**src/rtl/soric_mem_pkg.sv**
```systemverilog
// ---------------------------------------------------------------------------
// soric_mem_pkg: shared widths, WB FSM encoding and requester IDs.  Rev 1.0
// ---------------------------------------------------------------------------
`default_nettype none

package soric_mem_pkg;

    localparam int SRAM_ADDR_W = 8;
    localparam int SRAM_DATA_W = 32;

    typedef enum logic [2:0] {
        WB_IDLE    = 3'd0,
        WB_WAIT_RD = 3'd1,
        WB_ACK_RD  = 3'd2,
        WB_ACK_WR  = 3'd3,
        WB_HOLD    = 3'd4
    } wb_state_t;

    localparam logic REQ_WB   = 1'b0;
    localparam logic REQ_CORE = 1'b1;

endpackage

`default_nettype wire

```
**src/rtl/soric_rr_arb2.sv**
```systemverilog
// ---------------------------------------------------------------------------
// soric_rr_arb2: 2-input round-robin arbiter, registered last winner.  Rev 1.0
// ---------------------------------------------------------------------------
`default_nettype none

module soric_rr_arb2
    import soric_mem_pkg::*;
(
    input  logic       clk,
    input  logic       rst_n,
    input  logic [1:0] req,
    output logic [1:0] gnt
);

    logic last;

    always_comb begin
        gnt = req;
        if (req == 2'b11) begin
            if (last == REQ_WB) begin
                gnt = 2'b10;
            end else begin
                gnt = 2'b01;
            end
        end
    end

    // Reset to "core won last" so the Wishbone side is preferred first.
    always_ff @(posedge clk or negedge rst_n) begin
        if (!rst_n) begin
            last <= REQ_CORE;
        end else if (|req) begin
            last <= gnt[1] ? REQ_CORE : REQ_WB;
        end
    end

endmodule

`default_nettype wire

```
**src/rtl/soric_sram_arbiter.sv**
```systemverilog
// ---------------------------------------------------------------------------
// soric_sram_arbiter: shares one SRAM macro between Wishbone and core.  Rev 1.0
// ---------------------------------------------------------------------------
`default_nettype none

module soric_sram_arbiter
    import soric_mem_pkg::*;
#(
    parameter int          ADDR_W  = SRAM_ADDR_W,
    parameter int          DATA_W  = SRAM_DATA_W,
    parameter logic [31:0] WB_BASE = 32'h3000_0000,
    parameter logic [31:0] WB_MASK = 32'hFFFF_FC00
) (
    input  logic                wb_clk_i,
    input  logic                resetb,
    input  logic                wbs_cyc_i,
    input  logic                wbs_stb_i,
    input  logic                wbs_we_i,
    input  logic [3:0]          wbs_sel_i,
    input  logic [31:0]         wbs_adr_i,
    input  logic [31:0]         wbs_dat_i,
    output logic                wbs_ack_o,
    output logic [31:0]         wbs_dat_o,
    input  logic                core_req,
    input  logic                core_we,
    input  logic [DATA_W/8-1:0] core_be,
    input  logic [ADDR_W-1:0]   core_addr,
    input  logic [DATA_W-1:0]   core_wdata,
    output logic                core_gnt,
    output logic                core_rvalid,
    output logic [DATA_W-1:0]   core_rdata,
    output logic                sram_csb0,
    output logic                sram_web0,
    output logic [DATA_W/8-1:0] sram_wmask0,
    output logic [ADDR_W-1:0]   sram_addr0,
    output logic [DATA_W-1:0]   sram_din0,
    input  logic [DATA_W-1:0]   sram_dout0
);

    wb_state_t         state;
    wb_state_t         state_nxt;
    logic              wb_hit;
    logic              wb_req;
    logic              wb_gnt;
    logic [1:0]        req;
    logic [1:0]        gnt;
    logic [ADDR_W-1:0] wb_word;
    logic              core_rd_p1;
    logic              core_rd_p2;

    assign wb_hit  = wbs_cyc_i & wbs_stb_i &
                     ((wbs_adr_i & WB_MASK) == (WB_BASE & WB_MASK));
    assign wb_req  = (state == WB_IDLE) & wb_hit;
    assign wb_word = wbs_adr_i[ADDR_W+1:2];

    assign req[REQ_WB]   = wb_req;
    assign req[REQ_CORE] = core_req;
    assign wb_gnt        = gnt[REQ_WB];
    assign core_gnt      = gnt[REQ_CORE];

    soric_rr_arb2 u_arb (
        .clk   (wb_clk_i),
        .rst_n (resetb),
        .req   (req),
        .gnt   (gnt)
    );

    always_ff @(posedge wb_clk_i or negedge resetb) begin
        if (!resetb) begin
            state <= WB_IDLE;
        end else begin
            state <= state_nxt;
        end
    end

    always_comb begin
        state_nxt = state;
        case (state)
            WB_IDLE:    if (wb_gnt) state_nxt = wbs_we_i ? WB_ACK_WR : WB_WAIT_RD;
            WB_WAIT_RD: state_nxt = WB_ACK_RD;
            WB_ACK_RD:  state_nxt = WB_HOLD;
            WB_ACK_WR:  state_nxt = WB_HOLD;
            WB_HOLD:    state_nxt = WB_IDLE;
            default:    state_nxt = WB_IDLE;
        endcase
    end

    // Macro port registers: the winner of this edge owns the next macro cycle.
    always_ff @(posedge wb_clk_i or negedge resetb) begin
        if (!resetb) begin
            sram_csb0   <= 1'b1;
            sram_web0   <= 1'b1;
            sram_wmask0 <= '0;
            sram_addr0  <= '0;
            sram_din0   <= '0;
        end else if (wb_gnt) begin
            sram_csb0   <= 1'b0;
            sram_web0   <= ~wbs_we_i;
            sram_wmask0 <= wbs_we_i ? wbs_sel_i : '0;
            sram_addr0  <= wb_word;
            sram_din0   <= wbs_dat_i;
        end else if (core_gnt) begin
            sram_csb0   <= 1'b0;
            sram_web0   <= ~core_we;
            sram_wmask0 <= core_we ? core_be : '0;
            sram_addr0  <= core_addr;
            sram_din0   <= core_wdata;
        end else begin
            sram_csb0   <= 1'b1;
            sram_web0   <= 1'b1;
            sram_wmask0 <= '0;
        end
    end

    // An abandoned cycle (cyc low in the ack state) completes silently.
    always_ff @(posedge wb_clk_i or negedge resetb) begin
        if (!resetb) begin
            wbs_ack_o <= 1'b0;
            wbs_dat_o <= '0;
        end else begin
            wbs_ack_o <= ((state == WB_ACK_WR) | (state == WB_ACK_RD)) & wbs_cyc_i;
            if (state == WB_ACK_RD) begin
                wbs_dat_o <= sram_dout0;
            end
        end
    end

    always_ff @(posedge wb_clk_i or negedge resetb) begin
        if (!resetb) begin
            core_rd_p1  <= 1'b0;
            core_rd_p2  <= 1'b0;
            core_rvalid <= 1'b0;
            core_rdata  <= '0;
        end else begin
            core_rd_p1  <= core_gnt & ~core_we;
            core_rd_p2  <= core_rd_p1;
            core_rvalid <= core_rd_p2;
            if (core_rd_p2) begin
                core_rdata <= sram_dout0;
            end
        end
    end

endmodule

`default_nettype wire

```
**config.mk**
```make
export PLATFORM = sky130hd
export DESIGN_NAME = soric_sram_arbiter
export DESIGN_NICKNAME = d
export VERILOG_FILES = /design/src/rtl/soric_mem_pkg.sv /design/src/rtl/soric_rr_arb2.sv /design/src/rtl/soric_sram_arbiter.sv
export SDC_FILE = /design/constraint.sdc
export NUM_CORES = 1
export LEC_CHECK = 0
export ABC_AREA = 0
export CAP_MARGIN = 20
export CORE_UTILIZATION = 40
export CTS_BUF_LIST = sky130_fd_sc_hd__clkbuf_16
export CTS_CLUSTER_SIZE = 24
export DETAILED_ROUTE_END_ITERATION = 10
export HOLD_SLACK_MARGIN = 0.03
export PLACE_DENSITY = 0.81
export SYNTH_ARGS = -nofsm -noshare
export SYNTH_HDL_FRONTEND = slang
export SYNTH_SLANG_ARGS = --single-unit
```
**constraint.sdc**
```tcl
create_clock -name wb_clk_i -period 2.28 [get_ports wb_clk_i]
set_input_delay 0.456 -clock wb_clk_i [delete_from_list [all_inputs] [get_ports wb_clk_i]]
set_output_delay 0.456 -clock wb_clk_i [all_outputs]
set_load 0.02 [all_outputs]
```
After elaboration in Yosys (flattened, before gate mapping):

Index checks and enable logic that the tools add are counted.

* register bits: 118
* input bits: 151
* output and inout bits: 113
* word-level logic and storage cells: 49

* equality and inequality tests: 6
* multiplexer cells: 18
* bitwise logic cells: 8
* reductions and logical operators: 4

Operators by type and width (count)
* 32-bit 2-to-1 mux: 2
* 22-bit by 20-bit equality test with 1-bit output, second input constant: 1
* 4-bit 2-to-1 mux: 4
* 8-bit 2-to-1 mux: 2
* 3-bit case mux with 3 select lines: 1
* 3-bit by 2-bit equality test with 1-bit output, second input constant: 2
* 2-bit 2-to-1 mux: 3
* 1-bit bitwise AND: 5
* 1-bit 2-to-1 mux: 5
* 2-bit OR reduction: 2
* 3-bit by 1-bit equality test with 1-bit output, second input constant: 1
* 3-bit zero test: 1
* 3-bit 2-to-1 mux: 1
* 2-bit equality test, second input constant: 1
* 2-bit != test, second input constant: 1
* 1-bit inverter: 2
* 2-bit nonzero test: 1
* 1-bit OR: 1

Longest topological paths before layout:

* depth in word-level cells: 7
* gate-level depth with buffers: 8
* depth with buffers taken out: 5

Hierarchy:

Synthesis repeated with hierarchy kept, for this count alone.

* cells, all modules: 363
* area, all modules: 4928.5 um2

Modules (own cells, without submodules)
* soric_sram_arbiter: instances 1, cells an instance 357, area each 4874.7 um2, seq. area each 2930.3 um2
* soric_rr_arb2: instances 1, cells an instance 6, area each 53.8 um2, seq. area each 26.3 um2

Least setup slack after synthesis:

Ideal clock, no wire load.

* kind: input to register
* start point: input wbs_adr_i[15]
* end point: register sram_din0[22]
* setup time: 137 ps
* arrival: 1806 ps
* data required time: 2143 ps
* path slack: 337 ps
* stages on the path: 8
* path buffers: 3
* cell sequence: nor4b_1 -> nand4_1 -> or2_1 -> buf_2 -> buf_6 -> buf_6 -> o32ai_2 -> a21oi_1

* cells in the longest elaborated chain, start to end: 6
* elaborated cells on any way between the ends: 7
* those cells by class: eq/ne: 2; mux: 2; bitwise: 2; reduce/logical: 1

RTL lines
* start, declared: line soric_sram_arbiter.sv:20 `input logic [31:0] wbs_adr_i,`
* 22-bit by 20-bit equality test with 1-bit output (*): line soric_sram_arbiter.sv:52 `((wbs_adr_i & WB_MASK) == (WB_BASE & WB_MASK));`
* 1-bit bitwise AND (*): line soric_sram_arbiter.sv:51 `assign wb_hit = wbs_cyc_i & wbs_stb_i &`
* 1-bit bitwise AND (*): line soric_sram_arbiter.sv:53 `assign wb_req = (state == WB_IDLE) & wb_hit;`
* 2-bit equality test: line soric_rr_arb2.sv:19 `if (req == 2'b11) begin`
* 2-bit 2-to-1 mux (*): line soric_rr_arb2.sv:19
* 32-bit 2-to-1 mux or 2-bit nonzero test (tied branches)
* end signal, assigned: line soric_sram_arbiter.sv:101 `sram_din0 <= wbs_dat_i;`
* end signal, assigned: line soric_sram_arbiter.sv:107 `sram_din0 <= core_wdata;`
* end, declared: line soric_sram_arbiter.sv:36 `output logic [DATA_W-1:0] sram_din0,`

Every way passes the cells marked *; elsewhere a longest branch is shown, timed or not.
A chain may end at the register's enable or synchronous reset.

Final worst setup path:

* start point: register state[1]
* end point: output core_gnt

* cells in the longest elaborated chain, start to end: 4

RTL lines
* start, declared: line soric_sram_arbiter.sv:40 `wb_state_t state;`
* start signal, assigned: line soric_sram_arbiter.sv:72 `state <= state_nxt;`
* 3-bit zero test: line soric_sram_arbiter.sv:53
* 1-bit bitwise AND: line soric_sram_arbiter.sv:53
* 2-bit equality test: line soric_rr_arb2.sv:19
* 2-bit 2-to-1 mux: line soric_rr_arb2.sv:19
* end, declared: line soric_sram_arbiter.sv:29 `output logic core_gnt,`

Every way passes these cells.

==> impl_metrics.yaml <==
outcome:
  outcome: "complete, but fails checks"
  violations: "setup timing"
floorplan:
  die_w_um: 114
  start_util_pct: 41.5
  dieArea_um2: 13100
  core_area_um2: 12200
  die_y_um: 114
  pin_count: 264
  rows: 40
placed_design:
  hpwl_um: 11400
  portBuffers: 261
  placed_cell_area_um2: 7960
  gp_congestion: 0.766
  dp.cells: 785
  dp_slack_ns: -0.728
power:
  power_switching_mw: 1.51
  peakVddDrop_mv: 0.505
  p_leak_nw: 3.99
  p_comb_share_pct: 17.5
  internal-power_mw: 4.91
  p_seq_share_pct: 36.4
  clkPwrFrac_pct: 46.1
  power.density_nw_per_um2: 720
  netSwitchingFraction_pct: 23.5
sta:
  fin_ws_ns: -0.0990
  hold_violations: 0
  final_max_slew_viol_count: 0
  max_freq_mhz: 420
  finalSetupTns_ns: -0.125
  setup_viol: 3
  clock_skew_ns: 0.00650
  slew_headroom_pct: 63.8
  period_needed_ns: 2.38
  post-route-period-util_pct: 104
  rsz0062_at_grt: "true"
  worst_pin_slew_ns: 0.543
synth:
  synth_edf_count: 0
  synth_top_cell_area_share_pct: 57.0
  async_flop_share_pct: 100
  yosys-top-cells-count: "dfrtp_1, mux2_2, a21oi_1"
  synth_cell_types: 31
  netlist_top_cells_area: "dfrtp_1, mux2_2, mux2i_1, a21oi_1, o32ai_2"
  synth_nets: 514
  yosysWarnings: 0
  seq_area_frac_synth_pct: 58.6
  yosys.area.top_type: "dfrtp_1"
  ys_ff_latch: 118
  netlist_area_um2: 5040
  synth.most_common_cell: "dfrtp_1"
  avgSynthCellArea_um2: 13.9
  syn_inst: 363
  synth_ff_type: "dfrtp_1"
cts:
  cts_buffers: 17
  cts.sinks: 118
  cts-root-buf: "clkbuf_16"
  clockBufferDepth: 2
  cts_max_level: 4
  clk_pin_slew_ns: 0.05
  cts_tree: "built"
  clkLatencyLatePin_ns: 0.40
routing:
  drt_iter0_drc: 274
  via_per_inst: 5.21
  post_drt_wl_per_cell_um: 19.5
  firstDrtPassIters: 4
  ant_nets: 0
  num_vias: 4329
  drc: 0
  drt-total-wl_um: 16200
global_route:
  grt_use_total_pct: 25.3
  grt_pass1_wl_um: 24900
  antenna_found_initial: 1
  grt_pass1_vias: 4640
  overflow: 0
  grt_max_degree: 64
worst_setup_path:
  critical_path_class: "register to primary output"
  worstPathArrival_ns: 1.92
  reg2reg_from: "state[1]"
  crit_fanout: 2
  reg2reg_depth: 7
  crit_path_start_kind: "register"
  required_ns: 1.82
  reg2reg_to: "sram_addr0[2]"
  rrSetupSlack_ns: -0.02
  critPathCaptureType: "primary output"
cells_and_area:
  areaGrowthSynthToFinish_pct: 76.8
  fin_area_um2: 8920
  layout-drive-gt1-share_pct: 23.0
  final_cells: 831
  nNetsFinal: 800
  post-route-util_pct: 73.4
min_path:
  whs_endpoint: "core_rd_p2"
  min_from: "core_rd_p1"
  hold_path_depth: 0
  hold_class: "register to register"
run:
  cap_violations: 0
per-layer routing:
layer / vias up / global-route usage [%] / share of wire [%]
met5: - / 0 / 0
met4: 0 / 10.5 / 2.5
met3: 36 / 8.05 / 8.0
met2: 204 / 45.2 / 53
met1: 2124 / 27.9 / 37
li1: 1965 / - / -
sequential cells by signal, indices dropped and copies added (netlist names):
register	cells
core_rd_p2	1
sram_wmask0	4
core_rvalid	1
sram_web0	1
sram_addr0	8
u_arb.last	1
core_rdata	32
wbs_ack_o	1
sram_din0	32
wbs_dat_o	32
sram_csb0	1
core_rd_p1	1
state	3
worst max path at each step:
stage	from	slack, ns	cells past startpoint	to
3_5_place_dp	wbs_adr_i[15]	-0.73	7	core_gnt
3_3_place_gp	wbs_adr_i[15]	-0.69	7	core_gnt
6_report	state[1]	-0.1	6	core_gnt
2_1_floorplan	wbs_adr_i[15]	0.34	8	sram_din0[22]
4_1_cts	state[1]	-0.16	6	core_gnt
5_1_grt	state[1]	-0.24	6	core_gnt
power groups by stage:
stage / combinational, mW / clock, mW / sequential [mW]
after floorplan: 0.217 / 0 / 2.56
after CTS: 1.13 / 3.01 / 2.34
after global placement: 1.09 / 0 / 2.36
after global routing: 1.18 / 3.12 / 2.36
after detailed placement: 1.12 / 0 / 2.37
final: 1.12 / 2.96 / 2.34
metrics by stage:
| stage | total power [mW] | hold WS, ns |
|---|---|---|
| 2_1_floorplan | 2.77 | 0.160 |
| 3_3_place_gp | 3.46 | 0.338 |
| 3_5_place_dp | 3.49 | 0.342 |
| 4_1_cts | 6.47 | 0.354 |
| 5_1_grt | 6.66 | 0.364 |
| 6_report | 6.42 | 0.354 |
critical path, stage by stage, from the launching register on:
cell and delay, ns:
dfrtp_1 0.41, nor4b_2 0.28, nand4_1 0.17, buf_4 0.19, o31ai_4 0.26, inv_2 0.07, buf_6 0.14
area by class of cell:
| class | instances | area, µm² |
|---|---|---|
| inverters | 3 | 11.3 |
| flip-flops and latches | 118 | 2960 |
| repair buffers | 295 | 3050 |
| multi-input cells | 214 | 2040 |
| fillers | 832 | 3240 |
| clock buffers | 17 | 425 |
| clock inverters | 15 | 234 |
| well taps | 168 | 210 |
| diodes | 1 | 2.50 |
cells in the final DEF, fill, tap and decap left out, types with 3 or more instances in the layout:
master | netlist | layout
clkdlybuf4s50_1 | 0 | 241
mux2_1 | 5 | 5
o32ai_2 | 10 | 16
a32o_1 | 4 | 3
o22ai_1 | 13 | 13
dlygate4sd2_1 | 0 | 18
clkinv_1 | 0 | 3
o32ai_1 | 17 | 11
buf_12 | 0 | 7
buf_16 | 0 | 5
clkbuf_16 | 0 | 17
mux2i_1 | 40 | 40
buf_4 | 1 | 20
dfstp_2 | 3 | 3
bufinv_16 | 0 | 6
a21oi_1 | 42 | 42
nor2_1 | 5 | 5
dfrtp_1 | 115 | 115
mux2_2 | 59 | 59
inv_1 | 3 | 3
timing repair:
| item | CTS | global route |
|---|---|---|
| cloned | 5 | 0 |
| setup endpoints to repair | 41 | 42 |
| resized for setup | 43 | 1 |
| buffers inserted | 8 | 0 |
| endpoints found under the hold margin | 30 | 0 |
| hold buffers | 1 | 0 |
| pin swaps | 12 | 0 |
cells by family after synthesis:
group           Yosys count  share of synthesized area [%]
buf+inv                  31                           2.93
flops                   118                           58.6
compound gates           90                           13.4
mux                     104                           22.2
simple gates             20                           2.85
Power figures use the tool's default switching activity.
